**config.mk**
```make
export PLATFORM = sky130hd
export DESIGN_NAME = mem_arbiter_flat
export DESIGN_NICKNAME = d
export VERILOG_FILES = /design/src/rtl/mem_arbiter_if.sv /design/src/rtl/mem_arbiter.sv /design/src/flat_wrapper.sv
export SDC_FILE = /design/constraint.sdc
export NUM_CORES = 1
export LEC_CHECK = 0
export CORE_ASPECT_RATIO = 1.25
export CORE_UTILIZATION = 45
export DETAILED_ROUTE_END_ITERATION = 7
export GPL_TIMING_DRIVEN = 0
export PLACE_DENSITY = 0.87
export SLEW_MARGIN = 10
export SYNTH_ARGS = -nofsm -noshare
export SYNTH_HDL_FRONTEND = slang
export SYNTH_SLANG_ARGS = --single-unit
```
**constraint.sdc**
```tcl
create_clock -name clk -period 12.56 [get_ports clk]
set_input_delay 1.256 -clock clk [delete_from_list [all_inputs] [get_ports clk]]
set_output_delay 1.256 -clock clk [all_outputs]
set_load 0.05 [all_outputs]
```
**src/rtl/mem_arbiter_if.sv**
```systemverilog
// Signal bundle between the core, the memory arbiter and the external RAM bus.
// The slave modport is the arbiter's view; master is the core/RAM environment.
interface mem_arbiter_if;
    // Instruction fetch side
    logic        i_req;
    logic [31:0] i_addr;
    logic [31:0] i_rdata;
    logic        i_ready;
    // Data load/store side
    logic        d_read;
    logic        d_write;
    logic [31:0] d_addr;
    logic [31:0] d_wdata;
    logic [3:0]  d_ben;
    logic [31:0] d_rdata;
    logic        d_ready;
    // External RAM bus
    logic [31:0] bus_addr;
    logic [31:0] bus_wdata;
    logic [3:0]  bus_ben;
    logic        bus_ren;
    logic        bus_wen;
    logic [31:0] bus_rdata;
    logic        bus_busy;
    // Core status
    logic        freeze;
    logic        err;

    modport slave (
        input  i_req, i_addr, d_read, d_write, d_addr, d_wdata, d_ben,
        input  bus_rdata, bus_busy,
        output i_rdata, i_ready, d_rdata, d_ready,
        output bus_addr, bus_wdata, bus_ben, bus_ren, bus_wen,
        output freeze, err
    );

    modport master (
        output i_req, i_addr, d_read, d_write, d_addr, d_wdata, d_ben,
        output bus_rdata, bus_busy,
        input  i_rdata, i_ready, d_rdata, d_ready,
        input  bus_addr, bus_wdata, bus_ben, bus_ren, bus_wen,
        input  freeze, err
    );
endinterface

```
**src/rtl/mem_arbiter.sv**
```systemverilog
// Shares the core's single memory port between instruction fetch and data
// load/store. Data wins over fetch because it belongs to the instruction in
// flight. Each access is held on the bus until bus_busy drops or the wait
// counter reaches TIMEOUT-1, in which case the access is aborted with err.
module mem_arbiter #(
    parameter int TIMEOUT = 255,
    parameter int CNT_W   = 16
) (
    input  logic            clk,
    input  logic            rst,
    mem_arbiter_if.slave    mif
);

    typedef enum logic [1:0] {IDLE, FETCH, DATA} state_t;

    state_t             state, state_nxt;
    logic [CNT_W-1:0]   cnt;
    logic               d_req;
    logic               start_d;
    logic               start_i;
    logic               done;
    logic               abort;

    assign d_req = mif.d_read | mif.d_write;

    // A requester whose ready is high has just been served, so it does not stall.
    assign mif.freeze = (d_req & ~mif.d_ready) | (mif.i_req & ~mif.i_ready);

    // State register
    always_ff @(posedge clk or posedge rst) begin
        if (rst) state <= IDLE;
        else     state <= state_nxt;
    end

    // Next-state: arbitration in IDLE, completion/timeout detection in an access
    always_comb begin
        state_nxt = state;
        start_d   = 1'b0;
        start_i   = 1'b0;
        done      = 1'b0;
        abort     = 1'b0;
        case (state)
            IDLE: begin
                if (d_req && !mif.d_ready) begin
                    state_nxt = DATA;
                    start_d   = 1'b1;
                end else if (mif.i_req && !mif.i_ready) begin
                    state_nxt = FETCH;
                    start_i   = 1'b1;
                end
            end
            FETCH, DATA: begin
                if (!mif.bus_busy) begin
                    done      = 1'b1;
                    state_nxt = IDLE;
                end else if (cnt == CNT_W'(TIMEOUT - 1)) begin
                    abort     = 1'b1;
                    state_nxt = IDLE;
                end
            end
            default: state_nxt = IDLE;
        endcase
    end

    // Wait counter: counts busy cycles of the current access, saturating
    always_ff @(posedge clk or posedge rst) begin
        if (rst)
            cnt <= '0;
        else if (state == IDLE || done || abort)
            cnt <= '0;
        else if (cnt != '1)
            cnt <= cnt + 1'b1;
    end

    // Bus launch, read-data capture and one-cycle ready/err pulses
    always_ff @(posedge clk or posedge rst) begin
        if (rst) begin
            mif.bus_addr  <= '0;
            mif.bus_wdata <= '0;
            mif.bus_ben   <= '0;
            mif.bus_ren   <= 1'b0;
            mif.bus_wen   <= 1'b0;
            mif.i_rdata   <= '0;
            mif.d_rdata   <= '0;
            mif.i_ready   <= 1'b0;
            mif.d_ready   <= 1'b0;
            mif.err       <= 1'b0;
        end else begin
            mif.i_ready <= 1'b0;
            mif.d_ready <= 1'b0;
            mif.err     <= 1'b0;
            if (start_d) begin
                // Read and write together is treated as a write.
                mif.bus_addr  <= mif.d_addr;
                mif.bus_wdata <= mif.d_wdata;
                mif.bus_ben   <= mif.d_write ? mif.d_ben : 4'hF;
                mif.bus_wen   <= mif.d_write;
                mif.bus_ren   <= ~mif.d_write;
            end else if (start_i) begin
                mif.bus_addr  <= mif.i_addr;
                mif.bus_wdata <= '0;
                mif.bus_ben   <= 4'hF;
                mif.bus_wen   <= 1'b0;
                mif.bus_ren   <= 1'b1;
            end
            if (done || abort) begin
                mif.bus_ren <= 1'b0;
                mif.bus_wen <= 1'b0;
                mif.err     <= abort;
                if (state == FETCH) begin
                    mif.i_ready <= 1'b1;
                    mif.i_rdata <= abort ? 32'h0 : mif.bus_rdata;
                end else begin
                    mif.d_ready <= 1'b1;
                    // The write strobe still marks the access kind here.
                    if (!mif.bus_wen)
                        mif.d_rdata <= abort ? 32'h0 : mif.bus_rdata;
                end
            end
        end
    end

endmodule

```
**src/flat_wrapper.sv**
```systemverilog
// flat-port wrapper written by rule: the top's interface ports become plain ports
module mem_arbiter_flat 
#(
    parameter int TIMEOUT = 255,
    parameter int CNT_W   = 16
)
  (clk, rst, mif_i_req, mif_i_addr, mif_d_read, mif_d_write, mif_d_addr, mif_d_wdata, mif_d_ben, mif_bus_rdata, mif_bus_busy, mif_i_rdata, mif_i_ready, mif_d_rdata, mif_d_ready, mif_bus_addr, mif_bus_wdata, mif_bus_ben, mif_bus_ren, mif_bus_wen, mif_freeze, mif_err);
  mem_arbiter_if mif_i ();
  input  logic clk;
  input  logic rst;
  input wire logic [$bits(mif_i.i_req)-1:0] mif_i_req;
  input wire logic [$bits(mif_i.i_addr)-1:0] mif_i_addr;
  input wire logic [$bits(mif_i.d_read)-1:0] mif_d_read;
  input wire logic [$bits(mif_i.d_write)-1:0] mif_d_write;
  input wire logic [$bits(mif_i.d_addr)-1:0] mif_d_addr;
  input wire logic [$bits(mif_i.d_wdata)-1:0] mif_d_wdata;
  input wire logic [$bits(mif_i.d_ben)-1:0] mif_d_ben;
  input wire logic [$bits(mif_i.bus_rdata)-1:0] mif_bus_rdata;
  input wire logic [$bits(mif_i.bus_busy)-1:0] mif_bus_busy;
  output wire logic [$bits(mif_i.i_rdata)-1:0] mif_i_rdata;
  output wire logic [$bits(mif_i.i_ready)-1:0] mif_i_ready;
  output wire logic [$bits(mif_i.d_rdata)-1:0] mif_d_rdata;
  output wire logic [$bits(mif_i.d_ready)-1:0] mif_d_ready;
  output wire logic [$bits(mif_i.bus_addr)-1:0] mif_bus_addr;
  output wire logic [$bits(mif_i.bus_wdata)-1:0] mif_bus_wdata;
  output wire logic [$bits(mif_i.bus_ben)-1:0] mif_bus_ben;
  output wire logic [$bits(mif_i.bus_ren)-1:0] mif_bus_ren;
  output wire logic [$bits(mif_i.bus_wen)-1:0] mif_bus_wen;
  output wire logic [$bits(mif_i.freeze)-1:0] mif_freeze;
  output wire logic [$bits(mif_i.err)-1:0] mif_err;
  assign mif_i.i_req = mif_i_req;
  assign mif_i.i_addr = mif_i_addr;
  assign mif_i.d_read = mif_d_read;
  assign mif_i.d_write = mif_d_write;
  assign mif_i.d_addr = mif_d_addr;
  assign mif_i.d_wdata = mif_d_wdata;
  assign mif_i.d_ben = mif_d_ben;
  assign mif_i.bus_rdata = mif_bus_rdata;
  assign mif_i.bus_busy = mif_bus_busy;
  assign mif_i_rdata = mif_i.i_rdata;
  assign mif_i_ready = mif_i.i_ready;
  assign mif_d_rdata = mif_i.d_rdata;
  assign mif_d_ready = mif_i.d_ready;
  assign mif_bus_addr = mif_i.bus_addr;
  assign mif_bus_wdata = mif_i.bus_wdata;
  assign mif_bus_ben = mif_i.bus_ben;
  assign mif_bus_ren = mif_i.bus_ren;
  assign mif_bus_wen = mif_i.bus_wen;
  assign mif_freeze = mif_i.freeze;
  assign mif_err = mif_i.err;
  mem_arbiter #(.TIMEOUT(TIMEOUT), .CNT_W(CNT_W)) u_core (.clk(clk), .rst(rst), .mif(mif_i));
endmodule
```
Yosys cells after proc, flatten, opt, wreduce, memory -nomap -nowiden
Index checks and enable logic that the tools add are counted.
- equality and inequality tests: 6
- $add $sub $neg: 1
- muxes and demuxes: 36
- bitwise logic cells: 9
- reductions and logical operators: 15
- operator list (cell ; number):
    $mux 32 ; 5
    $mux 16 ; 2
    $mux 1 ; 21
    $add 16x1->16 const B ; 1
    $eq 16x8->1 const B ; 1
    $ne 16x16->1 const B ; 1
    $mux 4 ; 3
    $mux 2 ; 4
    $not 1->1 ; 5
    $pmux 2 s2 ; 1
    $reduce_and 2->1 ; 2
    $reduce_bool 2->1 ; 2
    $logic_or 1x1->1 ; 3
    $ne 3x1->1 const B ; 1
    $ne 3x2->1 const B ; 1
    $reduce_and 3->1 ; 1
    $reduce_bool 3->1 ; 1
    $and 1x1->1 ; 2
    $eq 2x1->1 const B ; 1
    $eq 2x2->1 const B ; 1
    $logic_and 1x1->1 ; 2
    $logic_not 1->1 ; 2
    $logic_not 2->1 ; 1
    $or 1x1->1 ; 2
    $reduce_or 2->1 ; 1
- output and inout port bits: 138
- word-level logic and storage cells: 79
- input port bits: 138
- flip-flop bits (word level): 155

Depth between registers and ports, before layout
- word-level depth: 8
- gate-level depth with buffers: 9
- mapped depth without buffers: 6

Worst setup path before layout
Ideal clock, no wire load.
- kind: input-to-output
- start point: input mif_d_write
- end point: output mif_freeze
- path buffers: 0
- stages on the path: 2
- path slack: 9197 ps
- data required time: 11304 ps
- arrival: 2107 ps
- cell sequence: o21bai_1 -> nand2_1
- cells in the longest elaborated chain, start to end: 3
- RTL lines (what ; RTL line ; text):
    start: declaration ; flat_wrapper.sv:14 ; input wire logic [$bits(mif_i.d_write)-1:0] mif_d_write;
    $or 1x1->1 ; mem_arbiter.sv:24 ; assign d_req = mif.d_read | mif.d_write;
    $and 1x1->1 ; mem_arbiter.sv:27 ; assign mif.freeze = (d_req & ~mif.d_ready) | (mif.i_req & ~mif.i_ready);
    $or 1x1->1 ; mem_arbiter.sv:27 ;
    end: declaration ; flat_wrapper.sv:29 ; output wire logic [$bits(mif_i.freeze)-1:0] mif_freeze;
No other way between the ends.

Worst setup path after layout
Ends and elaborated chain as after synthesis.

==> results.yml <==
sta:
  fin_skew_ns: 0.0110
  min_period_ns: 4.71
  hold_violations: 0
  finalSetupViolations: 0
  drv_slew: 0
  setup_tns_ns: 0
  max_slew.worst_pin.slew_ns: 0.870
  fmax_ghz: 0.212
  grt_setup_unrepaired: "false"
  maxSlewHeadroom: 0.419
  min_period_over_period: 0.375
run_status:
  status: "complete, no violations"
worst_setup_path:
  crit_fanout: 10
  critPathLaunchType: "input pin"
  end_kind: "primary output"
  worstPathRequired_ns: 11.30
  critPathArrivalTime_ns: 3.46
  path_class: "in2out"
pwr:
  p_leak_nw: 4.04
  pwr-share-clk: 0.176
  p_total_w: 0.00317
  p_comb_frac: 0.560
  power.density_nw_per_um2: 320
  max-vdd-ir-drop_mv: 0.207
  swShare: 0.478
  intPower_w: 0.00166
  power_frac_seq: 0.263
  p_switching_w: 0.00152
routing:
  ant_nets: 0
  initialDrtViolationCount: 423
  dr.pass1.iters: 5
  drc: 0
  via_count: 5888
  wirelength_um: 20900
  wl_per_cell_um: 21.1
  via_per_inst: 5.95
clock_network:
  cts_sinks: 155
  root_buffer: "clkbuf_16"
  post_cts_resized: 0
  holdBufCountCts: 0
  cts_max_level: 4
  cts.path.max_buffers: 2
  cts_setup_buffers: 0
  clkLatencyLatePin_ns: 0.42
  cts_inserted_buffers: 17
  clk_pin_slew_ns: 0.06
  cts_tree: "yes"
global_routing:
  grt.overflow.total: 0
  grt_pass1_vias: 6038
  grt_max_degree: 102
  gr-usage-all-layers: 0.293
  grt_pass1_wl_um: 32300
  antenna_found_initial: 6
logic_synthesis:
  ys_seq_elements: 155
  synth_seq_area_share: 0.619
  synth.avg_cell_area_um2: 12.4
  syn_nets: 649
  synthCells: 507
  netlist_area_um2: 6260
  async_flop_share: 1.00
  synthFlopType: "dfrtp_1"
  synth_edf_count: 0
  ys_types: 45
  yosys_warnings: 0
finish:
  final_cell_mix: "clkdlybuf4s50_1 (275), dfrtp_1 (155), a32o_1 (64), nand2_1 (41), o21ai_0 (40)"
  final_common_cell: "clkdlybuf4s50_1"
  synthToLayoutAreaGrowth_pct: 58.3
  drive_gt1_frac: 0.0577
  fin_nets: 944
worst_hold_path:
  hold_class: "reg2reg"
floorplan:
  dieHeight_um: 134
  rows: 47
  core_area_um2: 13400
  die_w_um: 108
  start_util: 0.467
  die_area_um2: 14400
  ios: 276
flow_run:
  maxCapViolations: 0
placed_design:
  dp_hpwl_um: 15200
  gp_congestion: 0.926
  io_buffers: 275
-- path summary, 6_finish.rpt --
kind                                          from                      end  slack [ns]  cells past startpoint
max                                    mif_d_write               mif_freeze        7.85                      4
min                        u_core.mif.bus_addr[21]  u_core.mif.bus_addr[21]        0.48                      2
max reg2reg                          u_core.cnt[0]    u_core.mif.d_rdata[5]       10.13                      7
min reg2reg                u_core.mif.bus_addr[21]  u_core.mif.bus_addr[21]        0.48                      2
max in group asynchronous                      rst            u_core.cnt[3]       10.49                      3
min in group asynchronous                      rst   u_core.mif.i_rdata[25]        1.25                      2
-- synthesized netlist by cell type, types with 2 or more instances --
| cell type | number | area (um2) |
|---|---|---|
| a211oi_1 | 3 | 22.5 |
| a21oi_1 | 9 | 45.0 |
| a22o_1 | 33 | 289 |
| a32o_1 | 64 | 641 |
| and4_1 | 4 | 35.0 |
| buf_1 | 6 | 22.5 |
| buf_6 | 6 | 67.6 |
| clkbuf_1 | 28 | 105 |
| dfrtp_1 | 155 | 3880 |
| ha_1 | 4 | 50.1 |
| inv_1 | 8 | 30.0 |
| nand2_1 | 41 | 154 |
| nand3_1 | 8 | 40.0 |
| nand3_2 | 2 | 20.0 |
| nand4_1 | 5 | 31.3 |
| nor2_1 | 14 | 52.6 |
| nor3_1 | 3 | 15.0 |
| o21ai_0 | 40 | 200 |
| o22a_1 | 4 | 35.0 |
| o22ai_1 | 33 | 206 |
| o31ai_1 | 3 | 22.5 |
| or3_1 | 7 | 43.8 |
| or4_1 | 2 | 15.0 |
| xnor2_1 | 4 | 35.0 |
-- registers in the layout (all words and copies together) (netlist names) --
name	cells
u_core.cnt	16
u_core.mif.bus_addr	32
u_core.mif.bus_ben	4
u_core.mif.bus_ren	1
u_core.mif.bus_wdata	32
u_core.mif.bus_wen	1
u_core.mif.d_rdata	32
u_core.mif.d_ready	1
u_core.mif.err	1
u_core.mif.i_rdata	32
u_core.mif.i_ready	1
u_core.state	2
-- layer usage --
metal / part of all wire / up-vias / track usage
li1: - / 2583 / -
met1: 0.37 / 2922 / 0.334
met2: 0.50 / 313 / 0.500
met3: 0.087 / 66 / 0.0952
met4: 0.043 / 4 / 0.126
met5: 0.00096 / - / 0
-- cell families (layout without fill, tap and decap cells) --
kind of cell	after synthesis	count (layout)	synth area share
buffers and inverters	50	358	0.0380
DFF	155	155	0.619
AOI/OAI and AO/OA	199	199	0.251
other	0	4	0
xor gates and xnor gates	4	4	0.00559
adders and majority gates	4	4	0.00799
muxes	1	1	0.00160
and+or+nand+nor	94	94	0.0763
-- worst max-delay path: stages --
cell             delay [ns]
clkdlybuf4s50_1        0.43
o21bai_1               0.71
nand2_1                0.26
clkdlybuf4s50_1        0.80
-- area by class of cell --
type,instances,area [um2]
buffer,42,208
clock buffer,20,457
clock inverter,12,185
sequential,155,3880
inverter,8,37.5
antenna,4,10.0
fill,902,3490
multi-input combinational,302,2150
timing repair buffer,276,2780
tap,171,214
-- power by group through the flow --
stage | clock network [W] | logic [W] | registers [W]
after floorplan | 0 | 0.000464 | 0.00151
after detailed placement | 0 | 0.00177 | 0.000840
final | 0.000559 | 0.00178 | 0.000836
after CTS | 0.000563 | 0.00178 | 0.000834
after global routing | 0.000583 | 0.00186 | 0.000858
after global placement | 0 | 0.00174 | 0.000825
-- stage by stage --
stage | setup slack, ns | util | hold WS (ns) | instance area (um2) | instances
floorplan | 7.13 | - | 0.466 | 6260 | 507
global placement | 5.38 | 0.688 | 0.464 | 9230 | 953
detailed placement | 7.85 | 0.691 | 0.470 | 9270 | 954
CTS | 7.83 | 0.739 | 0.484 | 9910 | 986
global route | 7.73 | 0.739 | 0.502 | 9910 | 987
finish | 7.85 | 0.740 | 0.482 | 9920 | 990
Note: power is estimated with default switching activity, not from simulation.
